### src/rtl/mmio_router.sv
// MMIO router: decodes a CPU word address by tag into one of NUM_TARGETS ports and runs an IDLE/REQ/DONE handshake.
// Optional ack timeout is enabled by defining MMIO_ROUTER_TIMEOUT_EN.
module mmio_router #(
  parameter int NUM_TARGETS = 4,
  parameter int ADDR_WIDTH = 30,
  parameter int TAG_WIDTH = 4,
  parameter logic [NUM_TARGETS*TAG_WIDTH-1:0] TAG_MAP = {4'hf, 4'he, 4'hd, 4'hc},
  parameter int TIMEOUT_CYCLES = 255
) (
  input  logic                      clk,
  input  logic                      rst,
  input  logic                      cpu_read_in,
  input  logic                      cpu_write_in,
  input  logic [ADDR_WIDTH-1:0]     cpu_addr,
  input  logic [31:0]               cpu_wdata,
  input  logic [3:0]                cpu_byte_w_en,
  output logic [31:0]               cpu_rdata,
  output logic                      mem_stall,
  output logic                      cpu_err,
  output logic [NUM_TARGETS-1:0]    tgt_req,
  output logic                      tgt_write,
  output logic [ADDR_WIDTH-1:0]     tgt_addr,
  output logic [31:0]               tgt_wdata,
  output logic [3:0]                tgt_byte_w_en,
  input  logic [NUM_TARGETS-1:0]    tgt_ack,
  input  logic [NUM_TARGETS*32-1:0] tgt_rdata
);

  localparam int SEL_W = $clog2(NUM_TARGETS);
  localparam logic [NUM_TARGETS-1:0] ONE_HOT0 = 1;

  typedef enum logic [1:0] {IDLE, REQ, DONE} state_t;

  state_t           state;
  logic [SEL_W-1:0] sel;
  logic [SEL_W-1:0] dec_sel;
  logic [TAG_WIDTH-1:0] tag;
  logic             active;
  logic             sel_ack;
  logic [31:0]      sel_rdata;

  assign tag       = cpu_addr[ADDR_WIDTH-1 -: TAG_WIDTH];
  assign active    = cpu_read_in | cpu_write_in;
  assign mem_stall = ~rst & active & (state != DONE);
  assign sel_ack   = tgt_ack[sel];
  assign sel_rdata = tgt_rdata[sel*32 +: 32];

  // Scan from the top down so the lowest matching entry wins; no match falls back to target 0.
  always_comb begin
    dec_sel = '0;
    for (int i = NUM_TARGETS - 1; i >= 0; i--) begin
      if (TAG_MAP[i*TAG_WIDTH +: TAG_WIDTH] == tag) dec_sel = SEL_W'(i);
    end
  end

`ifdef MMIO_ROUTER_TIMEOUT_EN
  localparam logic [15:0] TMO_LAST = 16'(TIMEOUT_CYCLES - 1);
  logic [15:0] tmo_cnt;
  logic        err_q;
  assign cpu_err = err_q;
`else
  assign cpu_err = 1'b0;
`endif

  always_ff @(posedge clk) begin
    if (rst) begin
      state         <= IDLE;
      sel           <= '0;
      tgt_req       <= '0;
      tgt_write     <= 1'b0;
      tgt_addr      <= '0;
      tgt_wdata     <= '0;
      tgt_byte_w_en <= '0;
      cpu_rdata     <= '0;
`ifdef MMIO_ROUTER_TIMEOUT_EN
      tmo_cnt       <= '0;
      err_q         <= 1'b0;
`endif
    end else begin
      case (state)
        IDLE: begin
          if (active) begin
            tgt_write     <= cpu_write_in;
            tgt_addr      <= cpu_addr;
            tgt_wdata     <= cpu_wdata;
            tgt_byte_w_en <= cpu_byte_w_en;
            sel           <= dec_sel;
            tgt_req       <= ONE_HOT0 << dec_sel;
            state         <= REQ;
`ifdef MMIO_ROUTER_TIMEOUT_EN
            tmo_cnt       <= '0;
`endif
          end
        end
        REQ: begin
          // An ack always beats a timeout in the same cycle; results of a dropped request are discarded.
          if (sel_ack) begin
            tgt_req <= '0;
            if (!tgt_write && active) cpu_rdata <= sel_rdata;
            state   <= DONE;
          end
`ifdef MMIO_ROUTER_TIMEOUT_EN
          else if (tmo_cnt == TMO_LAST) begin
            tgt_req   <= '0;
            cpu_rdata <= 32'h0;
            err_q     <= 1'b1;
            state     <= DONE;
          end else begin
            tmo_cnt <= tmo_cnt + 16'd1;
          end
`endif
        end
        DONE: begin
`ifdef MMIO_ROUTER_TIMEOUT_EN
          err_q <= 1'b0;
`endif
          state <= IDLE;
        end
        default: state <= IDLE;
      endcase
    end
  end

endmodule
### config.mk
export PLATFORM = sky130hd
export DESIGN_NAME = mmio_router
export DESIGN_NICKNAME = d
export VERILOG_FILES = /design/src/rtl/mmio_router.sv
export SDC_FILE = /design/constraint.sdc
export NUM_CORES = 1
export LEC_CHECK = 0
export CORE_ASPECT_RATIO = 0.75
export CORE_MARGIN = 5
export CORE_UTILIZATION = 38
export CTS_CLUSTER_SIZE = 25
export DETAILED_ROUTE_END_ITERATION = 10
export GPL_ROUTABILITY_DRIVEN = 0
export PLACE_DENSITY = 0.91
export SLEW_MARGIN = 40
export SYNTH_ARGS = -nofsm -noshare
export SYNTH_HDL_FRONTEND = slang
export SYNTH_SLANG_ARGS = --single-unit
### constraint.sdc
create_clock -name clk -period 2.24 [get_ports clk]
set_input_delay 0.224 -clock clk [delete_from_list [all_inputs] [get_ports clk]]
set_output_delay 0.224 -clock clk [all_outputs]
set_load 0.1 [all_outputs]
==> results of run 1 <==
## cell type report
class | instances | share of cell area
clock inverter | 5 | 0.00748
multi-input combinational | 366 | 0.327
clock buffer | 11 | 0.0290
timing repair buffer | 323 | 0.354
tap | 171 | 0.0256
sequential | 107 | 0.256
inverter | 1 | 0.000449
## routing by layer
layer  GRT usage  part of all wire  up-vias
met4      0.0583             0.023        0
met2       0.378              0.51      212
met1       0.250              0.38     2482
li1            -                 -     2464
met5           0                 0        -
met3      0.0631             0.086       31
## cell families after synthesis
kind of cell | synth area share
AOI/OAI and AO/OA | 0.144
buffers and inverters | 0.0514
DFF | 0.419
muxes | 0.213
other | 0.000733
and+or+nand+nor | 0.172
## cell usage after synthesis, types with 3 or more instances
library cell | count | area, sq um
nand2_1 | 3 | 11.3
mux4_2 | 33 | 743
buf_1 | 4 | 15.0
nor2_1 | 3 | 11.3
o21ai_0 | 69 | 345
or2_2 | 3 | 18.8
buf_6 | 4 | 45.0
nor2b_1 | 3 | 18.8
clkbuf_1 | 43 | 161
mux2i_1 | 33 | 330
buf_2 | 6 | 30.0
nand2b_1 | 67 | 419
dfxtp_1 | 107 | 2140
nand3_1 | 69 | 345
a21oi_1 | 70 | 350
## power by group through the flow
stage | Clock [mW] | Sequential, mW | Combinational (mW)
floorplan | 0 | 3.06 | 0.494
global placement | 0 | 2.14 | 2.10
detailed placement | 0 | 2.15 | 2.13
CTS | 1.64 | 2.11 | 2.13
global route | 1.71 | 2.12 | 2.21
finish | 1.60 | 2.11 | 2.12
## registers in the layout, summed over array words and instances, names as in the netlist
signal         cells
tgt_addr          30
tgt_wdata         32
tgt_req            4
tgt_write          1
sel                2
cpu_rdata         32
state              2
tgt_byte_w_en      4
## worst paths after layout
path / to / start / slack (ns) / cells after the start
setup / recovery: mem_stall / cpu_write_in / 0.52 / 4
setup reg to reg: cpu_rdata[12] / sel[0] / 0.58 / 4
hold reg to reg: cpu_rdata[27] / cpu_rdata[27] / 0.47 / 2
hold / removal: state[1] / rst / 0.38 / 2
## per-stage QoR
step	cell area, sq um	hold WS (ns)	instances	total power [mW]
after floorplan	5120	0.364	532	3.56
after global placement	8060	0.461	968	4.25
after detailed placement	8060	0.466	968	4.28
after CTS	8370	0.367	984	5.88
after global routing	8370	0.433	984	6.05
final	8370	0.380	984	5.82
==> results.tsv, run 1 <==
metric	value	unit
detailed router's first-iteration violation count	269	
Worst Hold Class	in2reg	
DRC Markers	0	
most frequent cells in the layout	200 x clkdlybuf4s50_1, 120 x buf_4, 106 x dfxtp_1, 70 x a21oi_1	
vias in the first global route	5314	
final slew viol count	0	
kind of critical path	in2out	
Fillers	1081	
outcome	completed	
Clock Power Share	0.274	
syn_area_per_cell	9.61	sq um
register area	0.00214	sq mm
Wirelength per Cell	17.9	microns
Async SR Flop Fraction	0	
final WL	17.7	mm
HPWL after detailed placement	13.8	mm
Max-Cap Viols	0	
Syn Std Cell Area	0.00511	sq mm
Comb power frac	0.364	
Setup TNS	0	ns
post-CTS sizing	0	
Fmax achieved	582	MHz
Die Ht	110	microns
Post-Syn Instances	532	
Seq/Total Area, Yosys	0.419	
die width	144	microns
Via Count	5189	
crit path max fanout	22	
Leak	3.42	nW
pin count of the biggest net entering global routing	73	
Starting Density	0.390	
area of the multi-input gates	0.00274	sq mm
Worst Path Buf+Inv	2	
first drt pass iteration count	5	
Main synth FF type	dfxtp_1	
clock root cell	clkbuf_16	
crit path time final	1.72	ns
port bufs	305	
Flop pwr share	0.362	
Max VDD drop	468	uV
Max Root-Sink Buffers	2	
Synthesized Nets	734	
DIE AREA	0.0159	sq mm
final hold vios	0	
Num CTS Buffers	9	
Setup Buffers After CTS	0	
most common cell after layout, fill and taps aside	clkdlybuf4s50_1	
Clock Sinks	107	
DRT antenna net count	0	
Slew HR	0.610	
Power Internal	3.66	mW
first-pass GRT wire length	27.7	mm
Req. time, crit path	2.02	ns
core area	0.0131	sq mm
CP startpoint kind	primary input	
Synth cell types	30	
Seq cells post-synth	107	
CTS clk-pin slew, worst paths	0.07	ns
clk_lat worst skew	0.34	ns
pre-CTS setup slack	0.326	ns
Final nets	1010	
GRT Overall Usage	0.214	
number of synthesized flops with an enable pin	0	
worst clock skew	0.00729	ns
Power per Cell Area	696	mW/mm^2
io pins	307	
final setup vio count	0	
antenna violations before repair	0	
critical path, cell by cell	clkdlybuf4s50_1, nor2_4, nor3_2, buf_12	
data arrival time of the critical path	1.49	ns
CTS H-tree lvls	3	
CP delay by family, top	buffers and inverters	
via/cell ratio	5.27	
Slew @ Worst Pin	0.585	ns
# rows	36	
Core Util, Final	0.638	
CTS tree	done	
CP max-delay cell	clkdlybuf4s50_1	
Sw Share	0.372	
number of diodes	0	
Post-CTS Hold Fix Bufs	0	
grt ovf	0	
RSZ-0062 raised after global routing	no	
final setup margin	0.522	ns
CP peak stage delay	0.47	ns
Final Cycle Share	0.767	
Crit. End Element	output port	
Psw	2.16	mW
layout cells sized above 1	0.223	
synth warn	0	
synthesis-to-finish area growth	63.6	%
Power figures use the tool's default switching activity.
==> run 2, diff against run 1 <==
- CORE_UTILIZATION: 38 -> 34
- PLACE_DENSITY: 0.91 -> 0.87
- clock period: 2.24 -> 1.55 ns (I/O delays scaled with it)
==> results.tsv, run 2 (synthesized netlist as in run 1, its figures left out) <==
metric	value	unit	change
vias in the first global route	5374		was 5314
hold path depth	2		unchanged
Setup Buffers After CTS	0		unchanged
Max Root-Sink Buffers	2		unchanged
Fillers	1067		was 1081
kind of critical path	reg2reg		was in2out
first-pass GRT wire length	28.5	mm	was 27.7 mm
Fmax achieved	628	MHz	
DRT antenna net count	0		unchanged
flop2flop setup slack	-0.04	ns	was 0.58 ns
Core Util, Final	0.670		was 0.638
pre-CTS setup slack	-0.238	ns	was 0.326 ns
Final nets	1014		was 1010
antenna violations before repair	0		unchanged
die width	152	microns	was 144 microns
cells on worst reg2reg path	4		unchanged
CP startpoint kind	flip-flop		was primary input
Via Count	5215		was 5189
area of the multi-input gates	0.00276	sq mm	was 0.00274 sq mm
biggest regs	cpu_rdata: 32 flops, tgt_wdata: 32 flops, tgt_addr: 30 flops		unchanged
Num CTS Buffers	9		unchanged
RR Startpoint	sel[0]		unchanged
Clock Sinks	107		unchanged
final setup vio count	18		was 0
Overall Power	8.88	mW	was 5.82 mW
hold-critical path endpoint	tgt_addr[27]		was state[1]
final WL	18.7	mm	was 17.7 mm
DIE AREA	0.0176	sq mm	was 0.0159 sq mm
core area	0.0146	sq mm	was 0.0131 sq mm
CTS clk-pin slew, worst paths	0.08	ns	was 0.07 ns
GRT Overall Usage	0.204		was 0.214
Worst Hold Class	in2reg		unchanged
Wirelength per Cell	18.4	microns	was 17.9 microns
Final Non-Filler Cells	1017		was 984
pin count of the biggest net entering global routing	49		was 73
Max VDD drop	614	uV	was 468 uV
most frequent cells in the layout	200 x clkdlybuf4s50_1, 110 x buf_12, 104 x dfxtp_1		was 200 x clkdlybuf4s50_1, 120 x buf_4, 106 x dfxtp_1, 70 x a21oi_1
worst clock skew	0.0117	ns	was 0.00729 ns
crit path time final	1.59	ns	
port bufs	305		unchanged
synthesis-to-finish area growth	91.1	%	was 63.6%
outcome	finished with violations		was completed
final slew viol count	0		unchanged
first drt pass iteration count	4		was 5
Starting Density	0.350		was 0.390
Setup TNS	-0.315	ns	was 0 ns
via/cell ratio	5.13		was 5.27
layout cells sized above 1	0.233		was 0.223
crit path max fanout	18		was 22
number of diodes	0		unchanged
design area	0.00978	sq mm	was 0.00837 sq mm
DRC Markers	0		unchanged
Leak	3.78	nW	was 3.42 nW
CTS H-tree lvls	3		unchanged
final hold vios	0		unchanged
Max-Cap Viols	0		unchanged
Final Cycle Share	1.03		
Placed Cells incl. Taps	1001		was 968
CTS tree	done		unchanged
final hold slack	0.135	ns	was 0.380 ns
detailed router's first-iteration violation count	265		was 269
clk_lat worst skew	0.34	ns	about the same
Crit. End Element	flip-flop		was output port
Req. time, crit path	1.81	ns	was 2.02 ns
register area	0.00215	sq mm	was 0.00214 sq mm
grt ovf	0		unchanged
violated checks	setup timing		
Placed Area	0.00947	sq mm	was 0.00806 sq mm
final setup margin	-0.0411	ns	was 0.522 ns
Power per Cell Area	908	mW/mm^2	was 696 mW/mm^2
Die Ht	116	microns	was 110 microns
most common cell after layout, fill and taps aside	clkdlybuf4s50_1		unchanged
data arrival time of the critical path	1.85	ns	was 1.49 ns
RSZ-0062 raised after global routing	yes		was no
worst min-delay path startpoint	rst		unchanged
reg-to-reg endpoint	cpu_rdata[14]		was cpu_rdata[12]
# rows	38		was 36
Post-CTS Hold Fix Bufs	0		unchanged
io pins	307		unchanged
HPWL after detailed placement	14.8	mm	was 13.8 mm
clock root cell	clkbuf_16		unchanged
-- run 2: power by group --
part	switching [mW]	internal, mW
Clock	1.03	1.11
Combinational	2.06	1.54
Sequential	0.197	2.94
Total	3.29	5.59
-- run 2: worst max-delay path, cell delays in order (launching register included) --
cell,delay (ns)
dfxtp_2,0.36
mux4_2,0.58
nand4b_4,0.17
buf_12,0.19
mux2i_1,0.21
-- run 2: area by class of cell --
class / count / share of cell area
Clock buffer: 10 / 0.0234
Clock inverter: 6 / 0.00512
Inverter: 1 / 0.000384
Multi-Input combinational cell: 366 / 0.283
Sequential cell: 107 / 0.219
Tap cell: 200 / 0.0256
Timing Repair Buffer: 327 / 0.443
-- run 2: repair_timing --
action,CTS,global route
gates resized for setup,1,5
endpoints found under the setup margin,33,38
pin swaps,0,1
-- run 2: worst max path at each step --
stage | startpoint | end | slack (ns) | cells after the start
floorplan | sel[0] | tgt_req[3] | -0.07 | 4
global placement | tgt_ack[3] | cpu_rdata[4] | -0.20 | 5
detailed placement | tgt_ack[3] | cpu_rdata[7] | -0.24 | 5
CTS | sel[0] | cpu_rdata[14] | -0.05 | 4
global route | sel[0] | cpu_rdata[14] | -0.12 | 4
finish | sel[0] | cpu_rdata[14] | -0.04 | 4
-- run 2: routing by layer --
metal  part of all wire  vias to the layer above  GRT usage
li1                   -                     2473          -
met1               0.38                     2504      0.235
met2               0.51                      203      0.363
met3              0.084                       35     0.0640
met4              0.025                        0     0.0634
met5                  0                        -          0
==> run 3, diff against run 2 <==
- SLEW_MARGIN: 40 -> 20
==> results of run 3 <==
No change in the layout: final DEF, timing and power equal those of run 2.
